<file path="src/rtl/seq_pkg.sv">
// Shared constants for the note sequencer: pattern entry layout and FSM state encodings.
package seq_pkg;

   localparam int unsigned ENTRY_W   = 5;
   localparam int unsigned REST_BIT  = 4;
   localparam int unsigned PITCH_MSB = 3;

   // Every pattern slot comes out of reset as a rest with pitch 0.
   localparam logic [ENTRY_W-1:0] ENTRY_RESET = 5'h10;

   localparam logic [1:0] StIdle = 2'd0;
   localparam logic [1:0] StNote = 2'd1;
   localparam logic [1:0] StGap  = 2'd2;

endpackage

</file>
<file path="src/rtl/tick_prescaler.sv">
// Tempo prescaler: counts 0..TICK_DIV-1 and flags a tick on the last count.
module tick_prescaler #(
   parameter int unsigned TICK_DIV = 1000
) (
   input  logic clk,
   input  logic reset,
   input  logic clear_i,
   output logic tick_o
);

   localparam int unsigned CntW = (TICK_DIV > 1) ? $clog2(TICK_DIV) : 1;

   logic [CntW-1:0] cnt_q, cnt_d;

   assign tick_o = (cnt_q == CntW'(TICK_DIV - 1));

   always_comb begin
      cnt_d = cnt_q + 1'b1;
      if (clear_i || tick_o) begin
         cnt_d = '0;
      end
   end

   always_ff @(posedge clk) begin
      if (reset) begin
         cnt_q <= '0;
      end else begin
         cnt_q <= cnt_d;
      end
   end

endmodule

</file>
<file path="src/rtl/note_sequencer.sv">
// Steps through a programmable pattern of pitch codes at a fixed tempo, driving pitch and a
// gate to the waveform generator. Pattern memory, tick counter and FSM live here.
module note_sequencer
   import seq_pkg::*;
#(
   parameter int unsigned STEPS     = 8,
   parameter int unsigned TICK_DIV  = 1000,
   parameter int unsigned GAP_TICKS = 1,
   localparam int unsigned AW       = $clog2(STEPS)
) (
   input  logic               clk,
   input  logic               reset,
   input  logic               wr_en_i,
   input  logic [AW-1:0]      wr_addr_i,
   input  logic [ENTRY_W-1:0] wr_data_i,
   input  logic               start_i,
   input  logic               stop_i,
   input  logic               loop_i,
   input  logic [3:0]         tempo_i,
   output logic [3:0]         pitch_o,
   output logic               gate_o,
   output logic [AW-1:0]      step_idx_o,
   output logic               busy_o,
   output logic               done_o
);

   localparam int unsigned TcW = ($clog2(GAP_TICKS) > 4) ? $clog2(GAP_TICKS) : 4;

   logic [ENTRY_W-1:0] mem_q [STEPS];
   logic [ENTRY_W-1:0] mem_d [STEPS];
   logic [1:0]         state_q, state_d;
   logic [AW-1:0]      step_q, step_d;
   logic [3:0]         pitch_q, pitch_d;
   logic [3:0]         tempo_q, tempo_d;
   logic               gate_q, gate_d;
   logic               busy_q, busy_d;
   logic               done_q, done_d;
   logic [TcW-1:0]     tcnt_q, tcnt_d;
   logic               tick;
   logic               clear;
   logic               enter_note;
   logic [AW-1:0]      enter_idx;

   tick_prescaler #(
      .TICK_DIV (TICK_DIV)
   ) u_prescaler (
      .clk     (clk),
      .reset   (reset),
      .clear_i (clear),
      .tick_o  (tick)
   );

   always_comb begin
      state_d    = state_q;
      step_d     = step_q;
      pitch_d    = pitch_q;
      tempo_d    = tempo_q;
      gate_d     = gate_q;
      busy_d     = busy_q;
      done_d     = 1'b0;
      clear      = 1'b0;
      enter_note = 1'b0;
      enter_idx  = step_q;

      if (stop_i) begin
         state_d = StIdle;
         gate_d  = 1'b0;
         busy_d  = 1'b0;
         clear   = 1'b1;
      end else if (start_i) begin
         enter_note = 1'b1;
         enter_idx  = '0;
      end else begin
         case (state_q)
            StNote: begin
               if (tick && (tcnt_q == TcW'(tempo_q))) begin
                  state_d = StGap;
                  gate_d  = 1'b0;
                  clear   = 1'b1;
               end
            end
            StGap: begin
               if (tick && (tcnt_q == TcW'(GAP_TICKS - 1))) begin
                  if (step_q != AW'(STEPS - 1)) begin
                     enter_note = 1'b1;
                     enter_idx  = step_q + 1'b1;
                  end else if (loop_i) begin
                     enter_note = 1'b1;
                     enter_idx  = '0;
                  end else begin
                     state_d = StIdle;
                     busy_d  = 1'b0;
                     done_d  = 1'b1;
                     clear   = 1'b1;
                  end
               end
            end
            default: ;
         endcase
      end

      // Reads mem_q, so a write landing on this same edge is only heard on the next visit.
      if (enter_note) begin
         state_d = StNote;
         step_d  = enter_idx;
         pitch_d = mem_q[enter_idx][PITCH_MSB:0];
         gate_d  = ~mem_q[enter_idx][REST_BIT];
         tempo_d = tempo_i;
         busy_d  = 1'b1;
         clear   = 1'b1;
      end

      if (clear) begin
         tcnt_d = '0;
      end else if (tick) begin
         tcnt_d = tcnt_q + 1'b1;
      end else begin
         tcnt_d = tcnt_q;
      end

      mem_d = mem_q;
      if (wr_en_i) begin
         mem_d[wr_addr_i] = wr_data_i;
      end
   end

   always_ff @(posedge clk) begin
      if (reset) begin
         state_q <= StIdle;
         step_q  <= '0;
         pitch_q <= '0;
         tempo_q <= '0;
         gate_q  <= 1'b0;
         busy_q  <= 1'b0;
         done_q  <= 1'b0;
         tcnt_q  <= '0;
         for (int i = 0; i < int'(STEPS); i++) begin
            mem_q[i] <= ENTRY_RESET;
         end
      end else begin
         state_q <= state_d;
         step_q  <= step_d;
         pitch_q <= pitch_d;
         tempo_q <= tempo_d;
         gate_q  <= gate_d;
         busy_q  <= busy_d;
         done_q  <= done_d;
         tcnt_q  <= tcnt_d;
         mem_q   <= mem_d;
      end
   end

   assign pitch_o    = pitch_q;
   assign gate_o     = gate_q;
   assign step_idx_o = step_q;
   assign busy_o     = busy_q;
   assign done_o     = done_q;

endmodule

</file>
<file path="config.mk">
export PLATFORM = sky130hd
export DESIGN_NAME = note_sequencer
export DESIGN_NICKNAME = d
export VERILOG_FILES = /design/src/rtl/seq_pkg.sv /design/src/rtl/tick_prescaler.sv /design/src/rtl/note_sequencer.sv
export SDC_FILE = /design/constraint.sdc
export NUM_CORES = 1
export LEC_CHECK = 0
export BUFFER_PORTS_ARGS = -buffer_cell sky130_fd_sc_hd__clkbuf_2
export CORE_MARGIN = 4
export CORE_UTILIZATION = 50
export DETAILED_ROUTE_END_ITERATION = 6
export GPL_TIMING_DRIVEN = 0
export PLACE_DENSITY = 0.68
export SLEW_MARGIN = 25
export SYNTH_ARGS = -nofsm -noshare
export SYNTH_HDL_FRONTEND = slang
export SYNTH_HIERARCHICAL = 1
export SYNTH_SLANG_ARGS = --single-unit
</file>
<file path="constraint.sdc">
create_clock -name clk -period 5.7 [get_ports clk]
set_input_delay 0.57 -clock clk [delete_from_list [all_inputs] [get_ports clk]]
set_output_delay 0.57 -clock clk [all_outputs]
set_load 0.05 [all_outputs]
</file>
==> flow_summary.ini <==
[critical_path]
worstReg2RegEnd = gate_o
critPathRequiredTime_ns = 5.92
worstPathMaxFanout = 10
reg2reg_depth = 10
startpoint_type = flop
r2r_start = u_prescaler/cnt_q[0]
cp_slowest_cell = a32oi_2
worstSetupPathType = flop to flop
critical_path.cell_chain = ha_1 -> nand4bb_1 -> nor3_1 -> buf_4 -> and4bb_4 -> a41oi_4 -> a32oi_2 -> a2111oi_0 -> o41ai_1 -> nand2_1
r2r_slack_ns = 2.38
crit_arrival_ns = 3.54
worstSetupEndpointType = flop
slowest_delay_ns = 0.61

[global_route]
track_usage_pct = 21.9
grt_max_degree = 11
grt_first_pass_wirelength_um = 15400
overflow = 0
antenna_found_initial = 0
first_global_vias = 3163

[placement]
dp_hpwl_um = 6700
dp_cells = 553
portBuffers = 17
place.gp.congestion = 0.841

[clock_tree]
clk_latency_ns = 0.35
cts_tree = built
cts_buffer_depth = 2
htree_levels = 3
cts_hold_buf = 0
clk_pin_slew_ns = 0.07
clock_sinks = 70
post-cts-setup-buffers = 0
cts_resized = 0
cts-root-buf = clkbuf_8
tritoncts.num_buffers = 9

[yosys]
synth_cell_types = 53
yosys-top-cells-area = dfxtp_1 (37%), mux2i_1 (8.8%), nor2_1 (7.1%)
avgSynthCellArea_um2 = 8.62
yosysTopAreaCellShare_pct = 37.2
yosysTopAreaCell = dfxtp_1
yosys_warnings = 6
syn_inst = 437
yosysSeqAreaShare_pct = 37.2
synth_nets = 463
syn_area_um2 = 3770
async_reset_ff_share_pct = 0
synth_edf_count = 0
ys_seq_elements = 70
synth_flop_cell = dfxtp_1

[floorplanning]
initial_core_util_pct = 51.6
die_h_um = 94.8
core_um2 = 7290
dieArea_um2 = 8990
die_w_um = 94.8
ioPinCount = 28
num_rows = 31

[power]
ir_drop_mv = 0.152
p_leak_nw = 1.64
powerDensity_nw_per_um2 = 228

[final_layout]
final_common_cell = nor2_1
syn_to_final_growth_pct = 10.3
fill_cells = 704
diodes = 0
layout_common_cells = nor2_1 (71), dfxtp_1 (70), mux2i_1 (33)
finalNetCount = 491
final_cell_count_no_fill = 567
layout-drive-gt1-share_pct = 12.2

[routing]
drtIter0Drc = 200
met1_length_um = 4270
ant_nets = 0
vias_per_cell = 5.90
first_pass_iters = 5
post_drt_wl_per_cell_um = 16.3
routed_wl_um = 9260
top_layer = met4
drc = 0
wl_met3_um = 654
wl_met2_um = 4130
num_vias = 3345

[sta]
slew_viol_final = 0
tightest_slew_ns = 0.837
skew_ns = 0.00866
relSlewSlack_pct = 43.6
max_freq_ghz = 0.302
period_share_pct = 58.2
fin_crit_ns = 3.32
setup_violations = 0
rsz0062_at_grt = false
hold_viol_final = 0
setup-tns-final_ns = 0

[hold_path]
worstHoldEndpoint = tempo_q[1]
hp-class = input pin to flop
hold_depth = 3
min_from = tempo_i[1]

[run_status]
status = finished, final reports clean

[run]
drv_cap = 0
==> cell type report <==
type,instances,area (µm²),area share (%)
buffer,29,130,3.13
clock buffer,13,169,4.07
inverter,15,56.3,1.36
timing repair buffer,17,85.1,2.05
multi-input combinational,323,2180,52.6
sequential,70,1400,33.7
tap,99,124,2.98
clock inverter,1,5.00,0.120
==> through the flow <==
step	util (%)	total power (W)	cell area, µm²	hold WS (ns)	worst slack (ns)
5_1_grt	57.0	0.000987	4150	0.452	2.21
2_1_floorplan	-	0.000572	3770	0.431	2.97
6_report	57.0	0.000946	4150	0.448	2.38
4_1_cts	57.0	0.000955	4150	0.433	2.42
3_5_place_dp	54.6	0.000595	3980	0.451	2.42
3_3_place_gp	54.5	0.000592	3980	0.447	2.46
==> worst max path at each step <==
| stage | from | end | slack, ns | depth (start not counted) |
|---|---|---|---|---|
| after floorplan | step_idx_o[1] | pitch_o[2] | 2.97 | 11 |
| after global placement | u_prescaler/cnt_q[0] | gate_o | 2.46 | 10 |
| after detailed placement | u_prescaler/cnt_q[0] | gate_o | 2.42 | 10 |
| after CTS | u_prescaler/cnt_q[0] | gate_o | 2.42 | 10 |
| after global routing | u_prescaler/cnt_q[0] | gate_o | 2.21 | 10 |
| final | u_prescaler/cnt_q[0] | gate_o | 2.38 | 10 |
==> metal layers <==
layer | track usage, % | vias up
met5 | 0 | -
met2 | 33.8 | 121
met1 | 29.3 | 1553
met4 | 9.50 | 0
li1 | - | 1652
met3 | 4.94 | 19
==> synthesized netlist by cell type, types with 6 or more instances <==
cell       count
o211ai_1       6
nand3_1        6
xor2_1         7
inv_1         14
nor4_1        16
a211o_1        8
o2111ai_1     16
dfxtp_1       70
buf_2          8
nor3_1         7
nand2b_1      18
nor2_1        71
nand2_1       26
a21oi_1       18
mux2i_1       33
ha_1           8
clkbuf_1      19
o21ai_0       21
==> cell families (layout without fill, tap and decap cells) <==
logic type | after synthesis | after routing | share of synthesized area (%)
DFF | 70 | 70 | 37.2
muxes | 33 | 33 | 8.77
and+or+nand+nor | 177 | 177 | 25.6
adders and majority gates | 8 | 8 | 2.66
xor gates and xnor gates | 10 | 10 | 2.33
AOI/OAI and AO/OA | 95 | 95 | 18.5
buffers and inverters | 44 | 75 | 4.95
==> sequential cells by signal (all words and copies together), names as in the netlist <==
| name | flops |
|---|---|
| state_q | 2 |
| u_prescaler/cnt_q | 10 |
| pitch_o | 4 |
| busy_o | 1 |
| gate_o | 1 |
| mem_q | 40 |
| step_idx_o | 3 |
| tempo_q | 4 |
| done_o | 1 |
| tcnt_q | 4 |
==> where the power goes <==
part           internal, W   total, W  switching, W
clock network     0.000188   0.000362      0.000173
logic            0.0000276  0.0000795     0.0000519
registers         0.000499   0.000505    0.00000642
total             0.000715   0.000946      0.000232
==> worst max-delay path, delay by kind of cell, from the launching register on <==
| family | cells | cell delay (ns) |
|---|---|---|
| flip-flops | 1 | 0.39 |
| adder cells (fa/ha/maj) | 1 | 0.28 |
| buffers and inverters | 1 | 0.21 |
| AND/OR/NAND/NOR | 4 | 0.81 |
| AO/OA/AOI/OAI | 4 | 1.49 |
No activity file was read; power rests on OpenSTA's default activity.
